**src/rtl/tcu_agen_pkg.sv**
```systemverilog
// Shared types and sizing for the tensor-core tile address generator.
package tcu_agen_pkg;

   localparam int XLEN       = 32;
   localparam int WORD_BYTES = 4;
   localparam int MAX_DIM    = 16;
   localparam int DIM_W      = $clog2(MAX_DIM + 1);

   typedef enum logic [1:0] {
      IDLE = 2'd0,
      RUN  = 2'd1,
      DONE = 2'd2
   } state_t;

   typedef struct packed {
      logic [XLEN-1:0]  base;
      logic [XLEN-1:0]  stride;
      logic [DIM_W-1:0] rows;
      logic [DIM_W-1:0] cols;
      logic             load;
   } tile_cmd_t;

endpackage

```
**src/rtl/tcu_tile_counter.sv**
```systemverilog
// Row/column position tracker for one tile walk; flags the last column and last beat.
module tcu_tile_counter
   import tcu_agen_pkg::*;
(
   input  logic             clk,
   input  logic             reset_n,
   input  logic             clear,
   input  logic             advance,
   input  logic [DIM_W-1:0] rows,
   input  logic [DIM_W-1:0] cols,
   output logic             last_col,
   output logic             last_tile,
   output logic             row_advance
);

   logic [DIM_W-1:0] row_q, row_d;
   logic [DIM_W-1:0] col_q, col_d;

   assign last_col    = (col_q == cols - DIM_W'(1));
   assign last_tile   = last_col && (row_q == rows - DIM_W'(1));
   assign row_advance = advance && last_col && !last_tile;

   always_comb begin
      row_d = row_q;
      col_d = col_q;
      if (clear) begin
         row_d = '0;
         col_d = '0;
      end else if (advance) begin
         if (last_col) begin
            col_d = '0;
            row_d = last_tile ? '0 : row_q + DIM_W'(1);
         end else begin
            col_d = col_q + DIM_W'(1);
         end
      end
   end

   always_ff @(posedge clk or negedge reset_n) begin
      if (!reset_n) begin
         row_q <= '0;
         col_q <= '0;
      end else begin
         row_q <= row_d;
         col_q <= col_d;
      end
   end

endmodule

```
**src/rtl/tcu_tile_agen.sv**
```systemverilog
// Tile address generator: walks a tile row-major and issues one word request per beat.
// Optional stall counter output enabled by defining TCU_AGEN_PERF_EN.
//
// state | meaning
// IDLE  | waiting for a tile command, cmd_ready high
// RUN   | issuing word requests toward the LSU
// DONE  | one-cycle completion pulse, then back to IDLE
module tcu_tile_agen
   import tcu_agen_pkg::*;
(
   input  logic             clk,
   input  logic             reset_n,
   input  logic             cmd_valid,
   output logic             cmd_ready,
   input  logic [XLEN-1:0]  cmd_base,
   input  logic [XLEN-1:0]  cmd_stride,
   input  logic [DIM_W-1:0] cmd_rows,
   input  logic [DIM_W-1:0] cmd_cols,
   input  logic             cmd_load,
   output logic             req_valid,
   input  logic             req_ready,
   output logic [XLEN-1:0]  req_addr,
   output logic             req_load,
   output logic             req_last,
   output logic             busy,
   output logic             done
`ifdef TCU_AGEN_PERF_EN
   ,
   output logic [31:0]      stall_cycles
`endif
);

   localparam logic [DIM_W-1:0] MAX_DIM_V = DIM_W'(MAX_DIM);

   state_t          state_q, state_d;
   tile_cmd_t       cmd_q, cmd_d;
   logic [XLEN-1:0] cur_addr_q, cur_addr_d;
   logic            accept;
   logic            hs;
   logic            last_col;
   logic            last_tile;
   logic            row_advance;

   assign accept = (state_q == IDLE) && cmd_valid;
   assign hs     = (state_q == RUN) && req_ready;

   tcu_tile_counter u_counter (
      .clk         (clk),
      .reset_n     (reset_n),
      .clear       (accept),
      .advance     (hs),
      .rows        (cmd_q.rows),
      .cols        (cmd_q.cols),
      .last_col    (last_col),
      .last_tile   (last_tile),
      .row_advance (row_advance)
   );

   // cmd_q.base doubles as the running row base once the walk starts.
   always_comb begin
      state_d    = state_q;
      cmd_d      = cmd_q;
      cur_addr_d = cur_addr_q;
      cmd_ready  = 1'b0;
      req_valid  = 1'b0;
      done       = 1'b0;
      case (state_q)
         IDLE: begin
            cmd_ready = 1'b1;
            if (accept) begin
               cmd_d      = '{base: cmd_base, stride: cmd_stride, rows: cmd_rows,
                              cols: cmd_cols, load: cmd_load};
               cur_addr_d = cmd_base;
               state_d    = (cmd_rows == '0 || cmd_cols == '0) ? DONE : RUN;
            end
         end
         RUN: begin
            req_valid = 1'b1;
            if (hs) begin
               if (last_tile) begin
                  state_d = DONE;
               end else if (row_advance) begin
                  cmd_d.base = cmd_q.base + cmd_q.stride;
                  cur_addr_d = cmd_q.base + cmd_q.stride;
               end else begin
                  cur_addr_d = cur_addr_q + XLEN'(WORD_BYTES);
               end
            end
         end
         DONE: begin
            done    = 1'b1;
            state_d = IDLE;
         end
         default: state_d = IDLE;
      endcase
   end

   always_ff @(posedge clk or negedge reset_n) begin
      if (!reset_n) begin
         state_q    <= IDLE;
         cmd_q      <= '0;
         cur_addr_q <= '0;
      end else begin
         state_q    <= state_d;
         cmd_q      <= cmd_d;
         cur_addr_q <= cur_addr_d;
      end
   end

   assign req_addr = cur_addr_q;
   assign req_load = cmd_q.load;
   assign req_last = (state_q == RUN) && last_tile;
   assign busy     = (state_q != IDLE);

`ifdef TCU_AGEN_PERF_EN
   logic [31:0] stall_q, stall_d;

   always_comb begin
      stall_d = stall_q;
      if (accept) begin
         stall_d = '0;
      end else if (req_valid && !req_ready && stall_q != '1) begin
         stall_d = stall_q + 32'd1;
      end
   end

   always_ff @(posedge clk or negedge reset_n) begin
      if (!reset_n) begin
         stall_q <= '0;
      end else begin
         stall_q <= stall_d;
      end
   end

   assign stall_cycles = stall_q;
`endif

   a_dim_range: assert property (@(posedge clk) disable iff (!reset_n)
      accept |-> (cmd_rows <= MAX_DIM_V && cmd_cols <= MAX_DIM_V));

   a_row_adv: assert property (@(posedge clk) disable iff (!reset_n)
      row_advance |-> last_col);

endmodule

```
**config.mk**
```make
export PLATFORM = sky130hd
export DESIGN_NAME = tcu_tile_agen
export DESIGN_NICKNAME = d
export VERILOG_FILES = /design/src/rtl/tcu_agen_pkg.sv /design/src/rtl/tcu_tile_counter.sv /design/src/rtl/tcu_tile_agen.sv
export SDC_FILE = /design/constraint.sdc
export NUM_CORES = 1
export LEC_CHECK = 0
export BUFFER_PORTS_ARGS = -buffer_cell sky130_fd_sc_hd__buf_4
export CORE_AREA = 2 2 171 106
export CTS_CLUSTER_SIZE = 8
export DETAILED_ROUTE_END_ITERATION = 10
export DIE_AREA = 0 0 173 108
export PLACE_DENSITY = 0.66
export SLEW_MARGIN = 15
export SYNTH_ARGS = -nofsm -noshare
export SYNTH_HDL_FRONTEND = slang
export SYNTH_HIERARCHICAL = 1
export SYNTH_SLANG_ARGS = --single-unit
```
**constraint.sdc**
```tcl
create_clock -name clk -period 3.7 [get_ports clk]
set_input_delay 0.555 -clock clk [delete_from_list [all_inputs] [get_ports clk]]
set_output_delay 0.555 -clock clk [all_outputs]
set_load 0.01 [all_outputs]
```
# Yosys cells after proc, flatten, opt, wreduce, memory -nomap -nowiden
# Cells that the tools add are included.
# op_classes
mux	25
n_reduce_logical	20
add_sub_neg	6
eq_ne	9
# ops
cell	count
$mux W32	7
$pmux W32 S2	2
$mux W75	1
$mux W5	7
$add A32 B3 Y32 const B	1
$add A32 B32 Y32	1
$add A5 B1 Y5 const B	2
$eq A5 B5 Y1	2
$logic_not A5 Y1	2
$sub A5 B1 Y5 const B	2
$mux W2	4
$ne A2 B2 Y1 const B	4
$reduce_bool A2 Y1	4
$logic_and A1 B1 Y1	6
$reduce_and A5 Y1	1
$pmux W2 S2	1
$reduce_and A2 Y1	2
$reduce_and A4 Y1	1
$mux W1	3
$reduce_and A3 Y1	1
$eq A2 B1 Y1 const B	1
$eq A2 B2 Y1 const B	1
$logic_not A2 Y1	1
$ne A2 B1 Y1 const B	1
2 further kinds	2
# word_totals
out_inout_bits	38
inputBits	79
ff_bits	119

# Depth between registers and ports, before layout
# Gate-level depths: netlist (run 1).
# depth
ltp_word	9
depth_mapped	14

# By module
# The synthesis (run 1) kept the hierarchy.
# modules_own_cells
mod	cells_each	n_inst	area_each_um2
tcu_tile_agen	753	1	6885.4
tcu_tile_counter	86	1	822.0

# Worst setup path after synthesis (run 1)
# Ideal clock, no wire load.
# synth_path
path_kind	register -> register
start	register state_q[0]
end	register cur_addr_q[21], in the netlist req_addr[21]
slack_ps	430
path_stages_with_launch	14
arrival_time_ps	3131
path_buffers	5
path_cell_list	dfrtp_1 > clkbuf_1 > nand2b_1 > inv_1 > clkbuf_1 > buf_1 > and2_1 > o2111ai_4 > nor2_1 > clkbuf_1 > clkbuf_1 > nor2_1 > a222oi_1 > o21ai_0
# synth_via
elab_chain_len	8
# synth_lines
element	line	text
start, declared	tcu_tile_agen.sv:35	state_t state_q, state_d;
start signal, assigned	tcu_tile_agen.sv:104	state_q <= state_d;
$eq A2 B1 Y1	tcu_tile_agen.sv:45	assign hs = (state_q == RUN) && req_ready;
$logic_and A1 B1 Y1	tcu_tile_agen.sv:45	
via hs	tcu_tile_agen.sv:39	logic hs;
$logic_and A1 B1 Y1 (2 in series)	tcu_tile_counter.sv:21	assign row_advance = advance && last_col && !last_tile;
via row_advance	tcu_tile_agen.sv:42	logic row_advance;
$mux W32	tcu_tile_agen.sv:82	end else if (row_advance) begin
$mux W32	tcu_tile_agen.sv:80	if (last_tile) begin
$mux W32	tcu_tile_agen.sv:79	if (hs) begin
$pmux W32 S2	tcu_tile_agen.sv:67	case (state_q)
end signal, assigned	tcu_tile_agen.sv:106	cur_addr_q <= cur_addr_d;
end, declared	tcu_tile_agen.sv:37	logic [XLEN-1:0] cur_addr_q, cur_addr_d;
# The timed path passes the listed nets, and every way through them passes these cells. The select of a mux whose other input is x is not followed.
# A chain may end at the register's enable or synchronous reset.

# Final worst setup path (run 1)
# layout_path
start	register cmd_q[11] (netlist name)
end	register cur_addr_q[24], in the netlist req_addr[24]
# layout_via
elab_chain_len	5
# layout_lines
element	line	text
start, declared	tcu_tile_agen.sv:36	tile_cmd_t cmd_q, cmd_d;
start signal, assigned	tcu_tile_agen.sv:105	cmd_q <= cmd_d;
$add A32 B32 Y32	tcu_tile_agen.sv:84	cur_addr_d = cmd_q.base + cmd_q.stride;
$mux W32	tcu_tile_agen.sv:82	
$mux W32	tcu_tile_agen.sv:80	
$mux W32	tcu_tile_agen.sv:79	
$pmux W32 S2	tcu_tile_agen.sv:67	
# No other way between the ends. The select of a mux whose other input is x is not followed.

==> metrics.md, run 1 <==
| Metric | Value |
|---|---|
| Status | `complete, no violations` |
| Crit path buf inv count | `1` |
| Worst Setup Start Kind | `register` |
| Post-synthesis area per instance | `9.19 um2` |
| Initial antenna violation count | `0` |
| Slew HR | `49.5%` |
| Post-CTS Setup Bufs | `0` |
| Layout Nets | `1067` |
| Total track usage | `about a quarter` |
| Power density over cell area | `around 1000 nW/um2` |
| WP data required | `about 4000 ps` |
| Worst setup EP type | `register` |
| First-pass iteration count of the detailed router | `8` |
| Total CTS buffers | `17` |
| Setup tns final | `0 ps` |
| Violation count after the first detailed-route iteration | `750` |
| Initial core utilization | `45.5%` |
| Clock sink count | `about 120` |
| GPL Wtd Cong | `0.911` |
| DR vias | `7093` |
| Number of global-route vias before repair | `6662` |
| Chip Width | `about 170 um` |
| Yosys warns | `6` |
| Layout Utilization | `55.6%` |
| Placed instance area | `~8900 um2` |
| Final setup vio count | `0` |
| # diodes | `0` |
| Clk_skew | `7.47 ps` |
| Final instance area | `9420 um2` |
| Cells after synthesis | `838` |
| Count of pins over their slew limit | `0` |
| Tightest Pin Transition | `757 ps` |
| WL per Instance | `19.6 um` |
| Most common cell after layout, fill and taps aside | `buf_4` |
| IO Port Bufs | `116` |
| Layout cells sized above 1 | `between 20% and 30%` |
| Max clock buf depth | `2` |
| Post-CTS Hold Fix Bufs | `0` |
| Mapped Area | `7700 um2` |
| Hold slack | `200 ps` |
| Max Cap Viol | `0` |
| # DRC | `0` |
| Die area | `18700 um2` |
| Static Leak | `around 4.1 nW` |
| First-pass GRT wire length | `between 30000 and 40000 um` |
| Critical Path Max Stage Delay | `~400 ps` |
| Largest net degree at the start of global routing | `56` |
| Top-level I/O count | `117` |
| Row count | `37` |
| Crit path launch | `cmd_q[11]` |
| Syn nets | `954` |
| HP Class | `input pin to async pin` |
| WP data arrival | `~3400 ps` |
| Max Clk Rate | `323 MHz` |
| Total wire length | `between 20000 and 25000 um` |
| Post-cts resize count | `0` |
| Post-DP HPWL | `17300 um` |
| Core ar. | `16900 um2` |
| Final hold vios | `0` |
| PnR Total Power | `9.82 mW` |
| Minimum clock period after layout | `3100 ps` |
| VDD IR max | `407 uV` |
| CP max stage cell | `fa_1` |
| Total congestion overflow | `0` |
| Worst path cell trace | `ha_1 > inv_1 > fa_1 > nor2b_1 > o31a_1 > o221ai_2 > a211oi_4 > o32ai_2 > and4bb_1 > a211oi_1 > o21ai_1 > o211a_1` |
| Clock Latency Late Sink | `410 ps` |
| Syn-to-layout area delta | `22.3%` |
| Crit path max-delay family | `compound AO/OA/AOI/OAI gates` |
| Commonest non-fill, non-tap cells in the layout | `buf_4, dfrtp_1, nor2_1` |
| CTS tree | `done` |
| R2r startpoint | `cmd_q[11]` |
| Critical path type | `register to register` |
| Vias/cell | `5.93` |
| Final period util | `between 80% and 90%` |
| Crit Path Max Fanout | `4` |
| Unrepaired setup endpoints after global routing | `no` |
| CTS H-tree lvls | `4` |
| Root Buffer | `clkbuf_16` |
| Clock-pin slew on the worst setup and hold paths | `60 ps` |
| Antenna viol nets, final | `0` |
| Die Y | `108 um` |
[stage by stage]
step	std cells	worst slack (ps)
after floorplan	838	430
after global placement	1166	695
after detailed placement	1166	663
after CTS	1197	639
after global routing	1197	368
final	1197	600
[path summary, 6_finish.rpt]
path / endpoint / slack [ps] / depth (start not counted)
hold / removal: cmd_q[37] / 200 / 1
max in group asynchronous: cmd_q[54] / 2740 / 2
min in group clk: cmd_q[40] / 370 / 2
hold reg to reg: req_addr[0] / 500 / 1
setup reg to reg: req_addr[24] / 600 / 12
setup / recovery: req_addr[24] / 600 / 12
[routing by layer]
metal / vias to the layer above / share of wire [%] / track usage [%]
met2: 340 / 40 / 35.8
li1: 3322 / - / -
met5: - / 0 / 0
met4: 0 / 0.58 / 5.08
met1: 3414 / 50 / 41.1
met3: 17 / 9.3 / 4.78
[registers in the layout, indices dropped and copies added (netlist names)]
register and flops:
state_q 2, cmd_q 74, u_counter/row_q 5, u_counter/col_q 5
req_addr 32, req_load 1
[layout make-up]
type / instances / area (um2)
inverters: 22 / 82.6
clock buffers: 19 / 443
flip-flops and latches: 119 / 2980
repair buffers: 133 / 1020
well taps: 234 / 293
multi-input cells: 658 / 4490
fillers: 1555 / 7520
clock inverters: 12 / 106
[worst register-to-register path: stages (launching register included)]
cell and delay, ps:
dfrtp_1 350, ha_1 200, inv_1 60, fa_1 400, nor2b_1 160, o31a_1 270, o221ai_2 200, a211oi_4 380
o32ai_2 190, and4bb_1 220, a211oi_1 280, o21ai_1 140, o211a_1 140
[where the power goes]
part | leakage [nW] | switching (mW) | internal (mW) | total (mW)
Clock | 0.261 | 0.629 | 0.934 | 1.56
Combinational | 2.44 | 3.36 | 2.39 | 5.75
Sequential | 1.44 | 0.603 | 1.91 | 2.51
(Power assumes the default switching activity.)
==> inputs of run 2 (changes only) <==
--- a/config.mk
+++ b/config.mk
@@ -5,12 +5,13 @@
 export SDC_FILE = /design/constraint.sdc
 export NUM_CORES = 1
 export LEC_CHECK = 0
+export ABC_AREA = 1
 export BUFFER_PORTS_ARGS = -buffer_cell sky130_fd_sc_hd__buf_4
-export CORE_AREA = 2 2 171 106
+export CORE_AREA = 2 2 182 113
 export CTS_CLUSTER_SIZE = 8
 export DETAILED_ROUTE_END_ITERATION = 10
-export DIE_AREA = 0 0 173 108
-export PLACE_DENSITY = 0.66
+export DIE_AREA = 0 0 184 115
+export PLACE_DENSITY = 0.65
 export SLEW_MARGIN = 15
 export SYNTH_ARGS = -nofsm -noshare
 export SYNTH_HDL_FRONTEND = slang
==> constraint.sdc (replaced) <==
create_clock -name clk -period 3.1 [get_ports clk]
set_input_delay 0.465 -clock clk [delete_from_list [all_inputs] [get_ports clk]]
set_output_delay 0.465 -clock clk [all_outputs]
set_load 0.01 [all_outputs]
==> metrics.md, run 2 <==
| Metric | Value |
|---|---|
| Cells after synthesis | `1339 (was 838)` |
| Worst slack at placement | `289 ps (was 663 ps)` |
| WP data required | `2630 ps (was 4000 ps)` |
| Layout cells sized above 1 | `13.7% (was 23.8%)` |
| Net Sw Power | `7.09 mW (was 4.59 mW)` |
| CTS H-tree lvls | `4 (unchanged)` |
| Crit path buf inv count | `4 (was 1)` |
| Clock-pin slew on the worst setup and hold paths | `60 ps (about the same)` |
| M3 GR Usage | `7.73% (was 4.78%)` |
| First-pass iteration count of the detailed router | `5 (was 8)` |
| Antenna viol nets, final | `0 (unchanged)` |
| Top-level I/O count | `117 (unchanged)` |
| Yosys reg bits | `119` |
| Most used DFF post-synth | `dfrtp_1` |
| Syn-to-layout area delta | `19.9% (was 22.3%)` |
| Final instance area | `10600 um2 (was 9420 um2)` |
| Worst Setup Start Kind | `register (unchanged)` |
| R2r startpoint | `cmd_q[1] (was cmd_q[11])` |
| Busiest grt layer | `met1 (unchanged)` |
| Post-synth EDFFs | `0` |
| Clock power share | `14.8% (was 15.9%)` |
| Total CTS buffers | `17 (unchanged)` |
| Final period util | `between 90 and 100%` |
| Comb pwr share | `61.7% (was 58.5%)` |
| CTS tree | `done (unchanged)` |
| Clk_skew | `10.8 ps (was 7.47 ps)` |
| Chip Width | `184 um (was 173 um)` |
| Final WS setup | `241 ps (was 600 ps)` |
| Max Clk Rate | `roughly 350 MHz` |
| GPL Wtd Cong | `0.981 (was 0.911)` |
| Tightest Pin Transition | `885 ps (was 757 ps)` |
| Total track usage | `29.3% (was 25.8%)` |
| Setup tns final | `0 ps (unchanged)` |
| Total congestion overflow | `0 (unchanged)` |
| Max FFs per register | `74 (unchanged)` |
| Core ar. | `19500 um2 (was 16900 um2)` |
| Most common cell after layout, fill and taps aside | `nand2_1 (was buf_4)` |
| Most frequent cells after synthesis | `nand2_1, inv_1, dfrtp_1` |
| First-pass GRT wire length | `47000 um (was 37700 um)` |
| Biggest register | `cmd_q (unchanged)` |
| Largest net degree at the start of global routing | `52 (was 56)` |
| Slew HR | `40.3% (was 49.5%)` |
| R2R setup slack | `290 ps (was 600 ps)` |
| Placed instance area | `10000 um2 (was 8870 um2)` |
| Multi-input gate area | `5040 um2 (was 4490 um2)` |
| Synth area leader | `dfrtp_1` |
| GR Util met1 | `48.0% (was 41.1%)` |
| R2R depth | `15 (was 12)` |
| WP data arrival | `2390 ps (was 3400 ps)` |
| Vias/cell | `5.33 (was 5.93)` |
| HP Class | `input pin to async pin (unchanged)` |
| Total wire length | `29900 um (was 23500 um)` |
| Post-synth top area share | `33.7%` |
| Layout Nets | `1574 (was 1067)` |
| Minimum clock period after layout | `2860 ps` |
| Count of pins over their slew limit | `0 (unchanged)` |
| Commonest non-fill, non-tap cells in the layout | `nand2_1, inv_1, buf_4 (was buf_4, dfrtp_1, nor2_1)` |
| Sequential area share after synthesis | `about a third` |
| Int Pwr | `6.44 mW (was 5.23 mW)` |
| Root Buffer | `clkbuf_16 (unchanged)` |
| Worst setup EP type | `primary output (was register)` |
| Static Leak | `5.68 nW (was 4.14 nW)` |
| DR vias | `9176 (was 7093)` |
| Die Y | `115 um (was 108 um)` |
| Post-DP HPWL | `23200 um (was 17300 um)` |
| Violation count after the first detailed-route iteration | `938 (was 750)` |
| VDD IR max | `586 uV (was 407 uV)` |
| Sequential cell area | `2980 um2 (unchanged)` |
| Sw frac | `52.4% (was 46.7%)` |
| Final hold vios | `0 (unchanged)` |
| Critical path type | `register to primary output (was register to register)` |
| Sequential power share | `23.5% (was 25.6%)` |
| Crit path max-delay family | `simple AND/OR/NAND/NOR gates (was compound AO/OA/AOI/OAI gates)` |
| Critical Path Max Stage Delay | `360 ps (was 400 ps)` |
| Number of global-route vias before repair | `8302 (was 6662)` |
| Max clock buf depth | `2 (unchanged)` |
| WL per Instance | `17.3 um (was 19.6 um)` |
| Clock sink count | `119 (unchanged)` |
| Mapped Area | `8840 um2 (was 7700 um2)` |
| CP max stage cell | `dfrtp_1 (was fa_1)` |
| Yosys warns | `6 (unchanged)` |
| Hold slack | `92.8 ps (was 200 ps)` |
| Fill count | `1964 (was 1555)` |
| Count leader, synth | `nand2_1` |
| Top cells by area, synth | `dfrtp_1, nand2_1, inv_1` |
| PnR Total Power | `13.5 mW (was 9.82 mW)` |
| Worst R2R End | `cmd_q[70] (was req_addr[24])` |
| Worst path cell trace | `inv_1 > ha_1 > inv_1 > nand2_1 > nand2_1 > nor2_2 > nand2_2 > nor2_4 > nand2_1 > nor3_1 > inv_1 > nor2_1 > buf_4 (was ha_1 > inv_1 > fa_1 > nor2b_1 > o31a_1 > o221ai_2 > a211oi_4 > o32ai_2 > and4bb_1 > a211oi_1 > o21ai_1 > o211a_1)` |
| Post-synthesis area per instance | `6.60 um2 (was 9.19 um2)` |
| Power density over cell area | `1280 nW/um2 (was 1040 nW/um2)` |
| Die area | `21200 um2 (was 18700 um2)` |
| Initial antenna violation count | `0 (unchanged)` |
| Row count | `40 (was 37)` |
| # diodes | `0 (unchanged)` |
| Clock Latency Late Sink | `430 ps (was 410 ps)` |
| Met2 GRT Util | `38.1% (was 35.8%)` |
| # DRC | `0 (unchanged)` |
| Post-CTS Setup Bufs | `0 (unchanged)` |
| Count of cell types in the netlist | `51` |
| Unrepaired setup endpoints after global routing | `no (unchanged)` |
| Final setup vio count | `0 (unchanged)` |
| Initial core utilization | `45.3% (was 45.5%)` |
| Syn nets | `1455 (was 954)` |
| Max Cap Viol | `0 (unchanged)` |
| IO Port Bufs | `116 (unchanged)` |
| Crit Path Max Fanout | `3 (was 4)` |
| Asr flop ratio synth | `100%` |
| Status | `complete, no violations (unchanged)` |
==> run 2: cells by family after synthesis <==
family	count (synthesis)	synth area share, %
AO/OA/AOI/OAI	197	13.2
XOR/XNOR	27	2.67
AND/OR/NAND/NOR	752	35.8
flip-flops	119	33.7
buffers and inverters	207	9.30
adder cells (fa/ha/maj)	37	5.32
==> run 2: power groups by stage <==
stage | logic [mW] | registers, mW | clock network (mW)
4_1_cts | 8.19 | 3.14 | 2.02
3_5_place_dp | 8.15 | 3.14 | 0
2_1_floorplan | 5.75 | 2.91 | 0
5_1_grt | 9.35 | 3.26 | 2.09
3_3_place_gp | 8.10 | 3.16 | 0
6_report | 8.34 | 3.18 | 2.01
==> run 2: worst max-delay path by stage <==
stage	start	to	cells past startpoint
6_report	cmd_q[1]	req_last	13
5_1_grt	cmd_q[1]	cmd_q[70]	15
4_1_cts	cmd_q[1]	req_addr[6]	16
3_5_place_dp	cmd_q[1]	req_addr[6]	16
3_3_place_gp	cmd_q[1]	req_addr[6]	16
2_1_floorplan	state_q[0]	req_addr[12]	14
==> run 2: layer usage <==
layer | part of all wire, % | wire length, um | up-vias
met2 | 37 | 11000 | 412
met3 | 11 | 3160 | 15
met5 | 0 | 0 | -
li1 | - | - | 4548
met1 | 52 | 15600 | 4201
met4 | 0.62 | 184 | 0
==> run 2: cell type report <==
type / instances / share of cell area (%)
clock buffers: 18 / 4.05
clock inverters: 13 / 1.42
inverters: 170 / 6.04
multi-input cells: 1013 / 47.6
flip-flops and latches: 119 / 28.1
well taps: 252 / 2.98
repair buffers: 137 / 9.82
==> run 2: metrics by stage <==
step	cells	utilization, %
after floorplan	1339	-
after global placement	1691	51.3
after detailed placement	1691	51.3
after CTS	1722	54.3
after global routing	1722	54.3
final	1722	54.3
==> run 2: timing repair <==
item	4_1_cts	5_1_grt
resized for setup	0	2
hold buffers	0	0
endpoints found under the setup margin	0	20
==> inputs of run 3 (changes only) <==
--- a/config.mk
+++ b/config.mk
@@ -11,7 +11,7 @@
 export CTS_CLUSTER_SIZE = 8
 export DETAILED_ROUTE_END_ITERATION = 10
 export DIE_AREA = 0 0 184 115
-export PLACE_DENSITY = 0.65
+export PLACE_DENSITY = 0.76
 export SLEW_MARGIN = 15
 export SYNTH_ARGS = -nofsm -noshare
 export SYNTH_HDL_FRONTEND = slang
==> metrics.md, run 3 (same netlist as run 2, synthesis figures left out) <==
| Metric | Value |
|---|---|
| Initial core utilization | `45.3% (unchanged)` |
| Worst Setup Start Kind | `register (unchanged)` |
| Setup tns final | `0 ps (unchanged)` |
| Layout Nets | `1575 (was 1574)` |
| M3 GR Usage | `7.67% (was 7.73%)` |
| Status | `complete, no violations (unchanged)` |
| Die Y | `115 um (unchanged)` |
| Clock sink count | `119 (unchanged)` |
| Violation count after the first detailed-route iteration | `1262 (was 938)` |
| Layout Utilization | `54.6% (was 54.3%)` |
| HP Class | `input pin to async pin (unchanged)` |
| Slew HR | `41.0% (was 40.3%)` |
| WL per Instance | `17.6 um (was 17.3 um)` |
| CTS tree | `done (unchanged)` |
| Layout cells sized above 1 | `14.1% (was 13.7%)` |
| Largest net degree at the start of global routing | `49 (was 52)` |
| Initial antenna violation count | `0 (unchanged)` |
| Final WS setup | `307 ps (was 241 ps)` |
| GR Util met1 | `46.8% (was 48.0%)` |
| First-pass iteration count of the detailed router | `6 (was 5)` |
| WP data arrival | `3120 ps (was 2390 ps)` |
| Count of pins over their slew limit | `0 (unchanged)` |
| DR vias | `9456 (was 9176)` |
| WP data required | `3420 ps (was 2630 ps)` |
| Chip Width | `184 um (unchanged)` |
| Sequential cell area | `2980 um2 (unchanged)` |
| Commonest non-fill, non-tap cells in the layout | `nand2_1, inv_1, buf_4 (unchanged)` |
| Top-level I/O count | `117 (unchanged)` |
| Number of global-route vias before repair | `8516 (was 8302)` |
| Syn-to-layout area delta | `20.6% (was 19.9%)` |
| Crit path buf inv count | `5 (was 4)` |
| Static Leak | `5.71 nW (was 5.68 nW)` |
| Crit path max-delay family | `simple AND/OR/NAND/NOR gates (unchanged)` |
| CP max stage cell | `dfrtp_1 (unchanged)` |
| Total CTS buffers | `17 (unchanged)` |
| Critical path type | `register to register (was register to primary output)` |
| Crit Path Max Fanout | `22 (was 3)` |
| Final hold vios | `0 (unchanged)` |
| Worst slack at placement | `-31.2 ps (was 289 ps)` |
| Unrepaired setup endpoints after global routing | `no (unchanged)` |
| Met2 GRT Util | `39.1% (was 38.1%)` |
| VDD IR max | `545 uV (was 586 uV)` |
| GPL Wtd Cong | `1.02 (was 0.981)` |
| Worst path cell trace | `inv_1 > ha_1 > inv_1 > nand2_1 > nand2_1 > nor2_2 > nand2_2 > nor2_4 > nand3_4 > nor2_4 > buf_4 > inv_1 > nor2_1 > buf_4 > nand2_1 > a32oi_1 (was inv_1 > ha_1 > inv_1 > nand2_1 > nand2_1 > nor2_2 > nand2_2 > nor2_4 > nand2_1 > nor3_1 > inv_1 > nor2_1 > buf_4)` |
| # diodes | `0 (unchanged)` |
| Final period util | `90.1% (was 92.2%)` |
| Total track usage | `29.4% (was 29.3%)` |
| Minimum clock period after layout | `2790 ps (was 2860 ps)` |
| Core ar. | `19500 um2 (unchanged)` |
| Biggest register | `cmd_q (unchanged)` |
| Antenna viol nets, final | `0 (unchanged)` |
| Fill count | `1944 (was 1964)` |
| # DRC | `0 (unchanged)` |
| Root Buffer | `clkbuf_16 (unchanged)` |
| Final setup vio count | `0 (unchanged)` |
| Max FFs per register | `74 (unchanged)` |
| Max clock buf depth | `2 (unchanged)` |
| Tightest Pin Transition | `874 ps (was 885 ps)` |
| Total wire length | `30300 um (was 29900 um)` |
| First-pass GRT wire length | `47400 um (was 47000 um)` |
| Critical Path Max Stage Delay | `370 ps (was 360 ps)` |
| Busiest grt layer | `met1 (unchanged)` |
| IO Port Bufs | `116 (unchanged)` |
| Max Cap Viol | `0 (unchanged)` |
| Post-DP HPWL | `22900 um (was 23200 um)` |
| Total congestion overflow | `0 (unchanged)` |
| Worst setup EP type | `register (was primary output)` |
| CTS H-tree lvls | `4 (unchanged)` |
| Clk_skew | `11.5 ps (was 10.8 ps)` |
| Max Clk Rate | `358 MHz (was 350 MHz)` |
| Vias/cell | `5.48 (was 5.33)` |
| Row count | `40 (unchanged)` |
| Clock Latency Late Sink | `430 ps (about the same)` |
| Die area | `21200 um2 (unchanged)` |
| Clock-pin slew on the worst setup and hold paths | `60 ps (about the same)` |
| Most common cell after layout, fill and taps aside | `nand2_1 (unchanged)` |
| Multi-input gate area | `5050 um2 (was 5040 um2)` |
| Power density over cell area | `1290 nW/um2 (was 1280 nW/um2)` |
| Post-CTS Hold Fix Bufs | `0 (unchanged)` |
-- run 3: path summary, 6_finish.rpt --
path | start | endpoint | slack (ps) | cells past startpoint
setup / recovery | cmd_q[1] | req_addr[7] | 310 | 16
hold / removal | reset_n | req_addr[25] | 0.4 | 1
setup reg to reg | cmd_q[1] | req_addr[7] | 310 | 16
hold reg to reg | req_addr[1] | req_addr[1] | 480 | 2
max in group asynchronous | reset_n | cmd_q[38] | 2160 | 2
min in group clk | cmd_stride[21] | cmd_q[32] | 230 | 3
-- run 3: cell type report --
cell class              instances  share of cell area, %
well taps                     252                   2.96
repair buffers                136                   10.0
multi-input cells            1014                   47.4
flip-flops and latches        119                   27.9
repair inverters                1                 0.0704
clock buffers                  19                   4.25
inverters                     170                   6.02
clock inverters                13                   1.35
-- run 3: metrics by stage --
step           power [mW]  hold WS, ps  instance area (um2)  instances
3_5_place_dp         11.3          464                10000       1685
4_1_cts              13.4         13.5                10600       1718
6_report             13.8        0.450                10700       1724
5_1_grt              14.8         32.3                10700       1724
3_3_place_gp         11.1          456                10000       1685
2_1_floorplan        8.66          169                 8840       1339
-- run 3: layer usage --
metal | vias up | share of wire, %
li1 | 4551 | -
met1 | 4306 | 47
met2 | 571 | 38
met3 | 28 | 14
met4 | 0 | 1.1
met5 | - | 0
-- run 3: report_power, final --
part / leakage, nW / internal (mW) / switching, mW
Clock: 0.294 / 1.23 / 0.779
Sequential: 1.44 / 2.29 / 0.929
Combinational: 3.98 / 3.02 / 5.51
Total: 5.71 / 6.54 / 7.22
-- run 3: what timing repair did --
item | 4_1_cts | 5_1_grt
endpoints found under the hold margin | 0 | 0
gates cloned | 1 | 1
setup endpoints to repair | 20 | 19
buffers inserted | 0 | 5
gates resized for setup | 0 | 3
pin swaps | 1 | 1
